===== config.mk =====
export PLATFORM = sky130hd
export DESIGN_NAME = quad_decoder
export DESIGN_NICKNAME = d
export VERILOG_FILES = /design/src/rtl/quad_decoder.sv
export SDC_FILE = /design/constraint.sdc
export NUM_CORES = 1
export LEC_CHECK = 0
export CORE_AREA = 2 2 68 54
export CTS_BUF_LIST = sky130_fd_sc_hd__clkbuf_16
export CTS_CLUSTER_DIAMETER = 200
export CTS_CLUSTER_SIZE = 10
export DETAILED_ROUTE_END_ITERATION = 10
export DIE_AREA = 0 0 70 56
export GPL_TIMING_DRIVEN = 0
export PLACE_DENSITY = 0.76
export SYNTH_ARGS = -nofsm -noshare
export SYNTH_HDL_FRONTEND = slang
export SYNTH_SLANG_ARGS = --single-unit

===== constraint.sdc =====
create_clock -name clk -period 3.6 [get_ports clk]
set_input_delay 0.54 -clock clk [delete_from_list [all_inputs] [get_ports clk]]
set_output_delay 0.54 -clock clk [all_outputs]
set_load 0.005 [all_outputs]

===== src/rtl/quad_decoder.sv =====
// Quadrature encoder decoder: two-flop input sync, up/down position count, step/dir pulses, sticky error.
// Define QDEC_FILTER_EN to compile in a glitch filter of FILTER_LEN stable cycles ahead of the decoder.
module quad_decoder #(
    parameter int WIDTH      = 16,
    parameter int FILTER_LEN = 3
) (
    input  logic             clk,
    input  logic             rst_n,
    input  logic             quad_a,
    input  logic             quad_b,
    input  logic             clear,
    output logic [WIDTH-1:0] count,
    output logic             step,
    output logic             dir,
    output logic             error
);
    logic [1:0]       raw_pair;
    logic [1:0]       sampled;
    logic [1:0]       cur;
    logic [1:0]       prev_reg;
    logic [1:0]       init_reg;
    logic             init_done;
    logic [1:0]       pos_cur;
    logic [1:0]       pos_prev;
    logic [1:0]       delta;
    logic             is_up;
    logic             is_down;
    logic             is_bad;
    logic [WIDTH-1:0] count_reg;
    logic [WIDTH-1:0] count_next;
    logic             step_reg;
    logic             step_next;
    logic             dir_reg;
    logic             dir_next;
    logic             error_reg;
    logic             error_next;

    if (FILTER_LEN < 1 || FILTER_LEN > 15) begin : g_bad_filter_len
        $error("quad_decoder: FILTER_LEN must be in 1..15");
    end

    assign raw_pair = {quad_a, quad_b};

    genvar gi;
    generate
        for (gi = 0; gi < 2; gi++) begin : g_sync
            logic s1_reg;
            logic s2_reg;
            always_ff @(posedge clk) begin
                if (!rst_n) begin
                    s1_reg <= 1'b0;
                    s2_reg <= 1'b0;
                end else begin
                    s1_reg <= raw_pair[gi];
                    s2_reg <= s1_reg;
                end
            end
            assign sampled[gi] = s2_reg;
        end
    endgenerate

    // Three post-reset cycles let prev settle onto the real input level.
    assign init_done = (init_reg == 2'd3);

    always_ff @(posedge clk) begin
        if (!rst_n) begin
            init_reg <= 2'd0;
        end else if (!init_done) begin
            init_reg <= init_reg + 2'd1;
        end
    end

`ifdef QDEC_FILTER_EN
    logic [1:0] filt_reg;
    logic [1:0] cand_reg;
    logic [3:0] run_reg;
    logic [3:0] run_next;

    // Length of the current run of identical samples that differ from the filtered pair.
    always_comb begin
        run_next = 4'd1;
        if (sampled == cand_reg && run_reg != 4'd0) begin
            run_next = run_reg + 4'd1;
        end
    end

    always_ff @(posedge clk) begin
        if (!rst_n) begin
            filt_reg <= 2'b00;
            cand_reg <= 2'b00;
            run_reg  <= 4'd0;
        end else if (!init_done) begin
            filt_reg <= sampled;
            cand_reg <= sampled;
            run_reg  <= 4'd0;
        end else if (sampled == filt_reg) begin
            run_reg <= 4'd0;
        end else begin
            cand_reg <= sampled;
            if (run_next >= 4'(FILTER_LEN)) begin
                filt_reg <= sampled;
                run_reg  <= 4'd0;
            end else begin
                run_reg <= run_next;
            end
        end
    end

    assign cur = filt_reg;
`else
    assign cur = sampled;
`endif

    always_ff @(posedge clk) begin
        if (!rst_n) begin
            prev_reg <= 2'b00;
        end else if (!init_done) begin
            prev_reg <= sampled;
        end else begin
            prev_reg <= cur;
        end
    end

    // Map the Gray pair {a,b} onto a 0..3 phase; the phase difference classifies the move.
    always_comb begin
        pos_cur  = {cur[0], cur[1] ^ cur[0]};
        pos_prev = {prev_reg[0], prev_reg[1] ^ prev_reg[0]};
        delta    = pos_cur - pos_prev;
        is_up    = (delta == 2'd1);
        is_down  = (delta == 2'd3);
        is_bad   = (delta == 2'd2);
    end

    always_comb begin
        count_next = count_reg;
        step_next  = 1'b0;
        dir_next   = dir_reg;
        error_next = error_reg;
        if (init_done) begin
            if (is_up) begin
                count_next = count_reg + WIDTH'(1);
                step_next  = 1'b1;
                dir_next   = 1'b1;
            end else if (is_down) begin
                count_next = count_reg - WIDTH'(1);
                step_next  = 1'b1;
                dir_next   = 1'b0;
            end else if (is_bad) begin
                error_next = 1'b1;
            end
        end
        if (clear) begin
            count_next = '0;
            error_next = 1'b0;
        end
    end

    always_ff @(posedge clk) begin
        if (!rst_n) begin
            count_reg <= '0;
            step_reg  <= 1'b0;
            dir_reg   <= 1'b1;
            error_reg <= 1'b0;
        end else begin
            count_reg <= count_next;
            step_reg  <= step_next;
            dir_reg   <= dir_next;
            error_reg <= error_next;
        end
    end

    assign count = count_reg;
    assign step  = step_reg;
    assign dir   = dir_reg;
    assign error = error_reg;

endmodule


# Word-level counts from Yosys, hierarchy flattened
# Index checks and enable logic that the tools add are counted.
# classes
mux,6
n_bitwise,5
reduce_logical,5
eq_ne,4
add_sub_neg,4
# op_table
cell,n
16-bit two-way mux,2
"16-bit by 1-bit adder with 16-bit output, second input constant",1
"16-bit by 1-bit subtractor with 16-bit output, second input constant",1
"2-bit == test, second input constant",3
1-bit two-way mux,4
2-bit AND reduction,2
4-bit AND reduction,1
1-bit inverter,3
"2-bit by 1-bit adder with 2-bit output, second input constant",1
"2-bit by 1-bit == test with 1-bit output, second input constant",1
2-bit nonzero test,1
2-bit OR reduction,1
2-bit subtractor,1
1-bit bitwise XOR,2
# totals
elab_cells,34
reg_bits,27
input_bits,5
out_inout_bits,19

# Depth between registers and ports, before layout
# Gate-level depths: netlist of run 1.
# depth
ltp_word,5
mapped_depth,13
mapped_depth_nobuf,12

# Least setup slack after synthesis of run 1
# OpenSTA, ideal clock, no wires.
# synth_path
path_kind,reg2reg
start,register prev_reg[0]
end,register count_reg[15] (netlist: count[15])
t_required_ns,3.477
setup_time_ns,0.123
synth_period_minus_slack_ns,3.163
stages_incl_launch_ff,13
arrival_ns,3.039
n_path_buf,1
path_slack_ns,0.437
cell_sequence,dfxtp_1 > xor2_1 > ha_1 > xor3_1 > or2_1 > buf_6 > ha_1 > a221o_1 > and3_1 > a21oi_2 > a31oi_1 > mux2i_1 > mux2_1
# synth_via
elab_chain_len,5
word_cells_on_any_way,7
cone_classes,1 x add/sub; 2 x eq/ne; 1 x mux; 1 x bitwise; 2 x reduce/logical
# synth_rtl
item,line,text
start: declaration,20,logic [1:0] prev_reg;
start signal: assignment,118,prev_reg <= sampled;
start signal: assignment,120,prev_reg <= cur;
1-bit bitwise XOR,127,"pos_prev = {prev_reg[0], prev_reg[1] ^ prev_reg[0]};"
2-bit subtractor *,128,delta = pos_cur - pos_prev;
2-bit by 1-bit == test with 1-bit output or 2-bit == test (tied branches),"129, 130",
2-bit nonzero test (no line),n/a,
2-bit AND reduction (no line),n/a,
end signal: assignment,165,count_reg <= count_next;
end: declaration,29,logic [WIDTH-1:0] count_reg;
# Every way passes the cells marked *; elsewhere a longest branch is shown, timed or not.
# A chain may end at the register's enable or synchronous reset.

# Worst setup path in the final report of run 1
# Same ends and word-level chain as after synthesis.

==> results of run 1 <==
-- power by group --
part | leakage (nW) | switching (mW) | internal, mW
Clock | 0.0409 | 0.107 | 0.150
Combinational | 0.548 | 0.0926 | 0.0816
Sequential | 0.219 | 0.00675 | 0.310
Total | 0.808 | 0.207 | 0.541
-- cell usage after synthesis --
cell type and count:
or3_1 2, o211ai_1 4, a21oi_2 1, ha_1 17, inv_4 1, fa_1 1
buf_6 1, a22o_1 2, a21o_1 3, o21ai_0 10, o21a_1 1, a21oi_1 20
and2_1 9, nand3_1 2, clkbuf_1 5, a31oi_1 3, a221o_1 1, and3_1 3
mux2i_1 3, buf_4 1, nor2_2 1, xor2_1 3, nand2_1 24, or2_1 1
a211oi_1 4, nor3_1 2, xnor2_1 11, mux2_1 1, nor2_1 17, inv_1 5
nand2b_1 6, nand3b_1 1, xor3_1 1, nor2b_1 2, dfxtp_1 27, a21boi_0 2
-- critical path: cells and delay by family (launching register included) --
| kind | cells | cell delay, ns |
|---|---|---|
| DFF | 1 | 0.37 |
| xor gates and xnor gates | 2 | 0.58 |
| and+or+nand+nor | 2 | 0.42 |
| buffers and inverters | 1 | 0.17 |
| adders and majority gates | 2 | 0.52 |
| AOI/OAI and AO/OA | 3 | 0.73 |
| muxes | 2 | 0.52 |
-- cells by family after synthesis --
family | Yosys count | share of synthesized area
and+or+nand+nor | 70 | 0.199
AOI/OAI and AO/OA | 51 | 0.186
DFF | 27 | 0.325
adders and majority gates | 18 | 0.140
xor gates and xnor gates | 15 | 0.0879
buffers and inverters | 13 | 0.0376
muxes | 4 | 0.0248
-- cell type report --
| class | count | area (um^2) | share of cell area |
|---|---|---|---|
| Buffer | 7 | 37.5 | 0.0185 |
| Clock buffer | 3 | 75.1 | 0.0371 |
| Clock inverter | 1 | 5.00 | 0.00247 |
| Inverter | 6 | 25.0 | 0.0124 |
| Multi-Input combinational cell | 158 | 1060 | 0.524 |
| Sequential cell | 27 | 541 | 0.267 |
| Tap cell | 40 | 50.0 | 0.0247 |
| Timing Repair Buffer | 23 | 230 | 0.114 |
-- per-layer routing --
layer	up-vias	GRT usage	routed length [um]
li1	739	-	-
met1	601	0.258	1740
met2	25	0.272	1370
met3	5	0.0435	164
met4	0	0.0412	30
met5	-	0	0
-- final timing paths --
path                                                     to                         from
worst max-delay path                 count[15]$_SDFFE_PP0P_       prev_reg[0]$_SDFF_PN0_
worst min-delay path            g_sync[0].s2_reg$_SDFF_PN0_  g_sync[0].s1_reg$_SDFF_PN0_
worst max register to register       count[15]$_SDFFE_PP0P_       prev_reg[0]$_SDFF_PN0_
worst min register to register  g_sync[0].s2_reg$_SDFF_PN0_  g_sync[0].s1_reg$_SDFF_PN0_
-- through the flow --
step,hold WS (ns),util,setup WS (ns),total power [mW],instances
detailed placement,0.417,0.608,0.207,0.496,261
floorplan,0.412,-,0.437,0.458,198
CTS,0.434,0.633,0.177,0.756,265
global placement,0.413,0.608,0.224,0.492,261
finish,0.433,0.633,0.181,0.748,265
global route,0.459,0.633,0.0577,0.790,265
==> flow_metrics.tcl, run 1 <==
set metrics [dict create \
    outcome "completed" \
    whs_path_depth 1 \
    largest_reg_flops 16 \
    grt_pass1_vias 1237 \
    grt_pass1_wl_mm 5.66 \
    drt_pass1_iterations 4 \
    max-cap-violations 0 \
    cts_tree "yes" \
    vias 1370 \
    port-buffer-count 23 \
    vias_per_cell 5.17 \
    ys_top_cells_by_area "dfxtp_1 (32%), ha_1 (13%), a21oi_1 (6.0%)" \
    period_share 0.950 \
    r2r_setup_slack_ns 0.18 \
    hold_viol_final 0 \
    rows 18 \
    die_h_um 56 \
    period_minus_slack_ns 3.42 \
    grt_use_total 0.179 \
    critical-path-max-stage-delay_ns 0.41 \
    nFillCells 290 \
    start_kind "flop" \
    slowest_stage "xor3_1" \
    p_per_area_mw_per_mm2 369 \
    final_nets 249 \
    cp_max_fo 18 \
    synth_cells 198 \
    synth_seq_cells 27 \
    syn_area_per_cell_um2 8.41 \
    rsz0062_at_grt "no" \
    finClkSkew_ns 0.00325 \
    slew_violations 0 \
    die_area_mm2 0.00392 \
    synth_cell_types 36 \
    fin_area_mm2 0.00203 \
    cp_cell_sequence "xor2_1 -> ha_1 -> xor3_1 -> or2_1 -> buf_6 -> ha_1 -> a221o_1 -> and3_1 -> a21oi_2 -> a31oi_1 -> mux2i_1 -> mux2_1" \
    wl_mm 3.31 \
    synth_warnings 0 \
    die_w_um 70 \
    worstMarginPinSlew_ns 0.545 \
    first_iter_violations 57 \
    cts.htree.levels 1 \
    cp_common_cell "ha_1" \
    cts_made_buffers 3 \
    netlist.area_leader.share 0.325 \
    cts_resized 0 \
    syn-num-nets 221 \
    clock-sinks 27 \
    ant_nets 0 \
    clockBufferDepth 2 \
    overflow 0 \
    mostFrequentLayoutCell "dfxtp_1" \
    clock-root-buffer "clkbuf_16" \
    place_area_mm2 0.00195 \
    path_clk_slew_ns 0.07 \
    clock_latency_ns 0.26 \
    hold_buffers 0 \
    critPathCaptureType "flop" \
    grt_max_degree 19 \
    antenna_cells 0 \
    ir_drop_mv 0.219 \
    drive_above_1_share 0.0400 \
    p_leak_nw 0.808 \
    io_pins 24 \
    yosysSeqAreaShare 0.325 \
    setup_violations 0 \
    routabilityCongestion 0.849 \
    hpwl_mm 2.45 \
    synth_top_area_cell "dfxtp_1" \
    netlist_area_mm2 0.00167 \
    cp.required_ns 3.75 \
    initial_core_util 0.521 \
    drc_errors 0 \
    post-cts-setup-buffers 0 \
    core-area_mm2 0.00320 \
    setup_tns_ns 0 \
    antenna_found_initial 0 \
    reg2reg_depth 12 \
    slew_headroom 0.637 \
    layout_common_cells "dfxtp_1 (27), nand2_1 (24), clkdlybuf4s50_1 (23)" \
    wire_per_inst_um 12.5 \
    crit_arrival_ns 3.57 \
    syn_to_final_growth_pct 21.6 \
    critical_path_class "flop to flop" \
    fmax_ghz 0.292 \
    hold_class "flop to flop" \
]
Note: power is estimated with default switching activity, not from simulation.
==> inputs of run 2 (changes only) <==
Settings changed: CORE_AREA 2 2 68 54 to 2 2 88 69, DIE_AREA 0 0 70 56 to 0 0 90 71, PLACE_DENSITY 0.76 to not set.
==> run 2 against run 1 <==
Clock skew up 0.0058 ns. Combinational power about the same. First-iteration DRC count down 1.8%. Cell count up 14%. Sequential power about the same. Non-clock buffer count unchanged. Via count up 1.5%. Power up 0.54%. Global-route usage down 6.0 points. Critical path type unchanged. Critical endpoint unchanged.
==> flow_metrics.tcl, run 2 (same netlist as run 1, synthesis figures left out) <==
set metrics [dict create \
    p_leak_nw 0.806 \
    ir_drop_mv 0.146 \
    drt_pass1_iterations 4 \
    initial_core_util 0.298 \
    post-cts-setup-buffers 0 \
    setup_violations 0 \
    syn_to_final_growth_pct 24.6 \
    slew_headroom 0.676 \
    clockBufferDepth 2 \
    antenna_found_initial 0 \
    routabilityCongestion 0.796 \
    vias 1390 \
    wl_met2_mm 1.47 \
    cts.htree.levels 1 \
    grt_use_total 0.120 \
    critical-path-max-stage-delay_ns 0.41 \
    cp_cell_sequence "xor2_1 -> ha_1 -> xor3_1 -> or2_1 -> buf_6 -> ha_2 -> a221o_1 -> and3_1 -> a21oi_2 -> a31oi_1 -> mux2i_1 -> mux2_1" \
    grt_pass1_wl_mm 6.15 \
    p_total_uw 752 \
    start_kind "flop" \
    clock-root-buffer "clkbuf_16" \
    fmax_ghz 0.294 \
    io_pins 24 \
    fin_area_mm2 0.00208 \
    cp.required_ns 3.75 \
    drive_above_1_share 0.0444 \
    period_minus_slack_ns 3.40 \
    critPathCaptureType "flop" \
    cp_max_fo 18 \
    drc_errors 0 \
    max-cap-violations 0 \
    outcome "completed" \
    crit_buf_inv 1 \
    path_clk_slew_ns 0.07 \
    wl_met1_mm 1.87 \
    port-buffer-count 23 \
    clock-sinks 27 \
    cts_made_buffers 3 \
    grt_max_degree 19 \
    largest_reg_flops 16 \
    die_h_um 71 \
    rsz0062_at_grt "no" \
    path_delay_family "compound AO/OA/AOI/OAI gates" \
    die_w_um 90 \
    clock_latency_ns 0.27 \
    wl_mm 3.52 \
    grt_pass1_vias 1303 \
    top_layer "met4" \
    core-area_mm2 0.00559 \
    mostFrequentLayoutCell "dfxtp_1" \
    overflow 0 \
    crit_arrival_ns 3.55 \
    die_area_mm2 0.00639 \
    layout_common_cells "dfxtp_1 (27), nand2_1 (24), clkdlybuf4s50_1 (23)" \
    worstMarginPinSlew_ns 0.486 \
    first_iter_violations 56 \
    place_area_mm2 0.00199 \
    cts_tree "yes" \
    period_share 0.943 \
    finClkSkew_ns 0.00901 \
    holdWs_ns 0.437 \
    final_nets 249 \
    slowest_stage "xor3_1" \
    antenna_cells 0 \
    p_per_area_mw_per_mm2 362 \
    slew_violations 0 \
    setup_tns_ns 0 \
    critical_path_class "flop to flop" \
    wire_per_inst_um 11.6 \
    vias_per_cell 4.59 \
    r2r_setup_slack_ns 0.20 \
    routed-wl-met3_um 158 \
    hold_class "flop to flop" \
    hold_viol_final 0 \
    ant_nets 0 \
    rows 24 \
    hpwl_mm 2.57 \
]
run 2: path summary, 6_finish.rpt:
path,startpoint,end,cells after the start
worst max register to register,prev_reg[0]$_SDFF_PN0_,count[15]$_SDFFE_PP0P_,12
worst max-delay path,prev_reg[0]$_SDFF_PN0_,count[15]$_SDFFE_PP0P_,12
worst min-delay path,g_sync[1].s1_reg$_SDFF_PN0_,g_sync[1].s2_reg$_SDFF_PN0_,1
worst min register to register,g_sync[1].s1_reg$_SDFF_PN0_,g_sync[1].s2_reg$_SDFF_PN0_,1
run 2: repair_timing:
action                                  4_1_cts  5_1_grt
hold buffers                                  0        0
endpoints found under the setup margin        0        1
gates resized for setup                       0        1
run 2: power breakdown:
part	internal, mW	switching (mW)	total, mW	leakage (nW)
combinational	0.0818	0.0912	0.173	0.546
sequential	0.310	0.00694	0.317	0.219
clock	0.150	0.112	0.263	0.0409
total	0.542	0.211	0.752	0.806
run 2: metal layers:
layer | GRT usage | vias up
met2 | 0.172 | 22
met4 | 0.0359 | 0
met5 | 0 | -
met1 | 0.171 | 619
li1 | - | 747
met3 | 0.0383 | 2
run 2: final cells by class:
cell class,instances,area [um^2]
Timing Repair Buffer,23,230
Clock buffer,3,75.1
Inverter,6,25.0
Sequential cell,27,541
Fill cell,588,3510
Multi-Input combinational cell,158,1060
Tap cell,78,97.6
Buffer,7,37.5
Clock inverter,1,5.00
run 2: worst register-to-register path, stage by stage (launching register included):
cell	delay, ns
dfxtp_1	0.37
xor2_1	0.18
ha_1	0.17
xor3_1	0.41
or2_1	0.23
buf_6	0.17
ha_2	0.32
a221o_1	0.37
and3_1	0.19
a21oi_2	0.22
a31oi_1	0.14
mux2i_1	0.19
mux2_1	0.33
run 2: per-stage QoR:
stage	cells	setup WS [ns]	util
after floorplan	198	0.437	-
after global placement	299	0.187	0.357
after detailed placement	299	0.157	0.357
after CTS	303	0.135	0.371
after global routing	303	0.00115	0.372
final	303	0.204	0.372
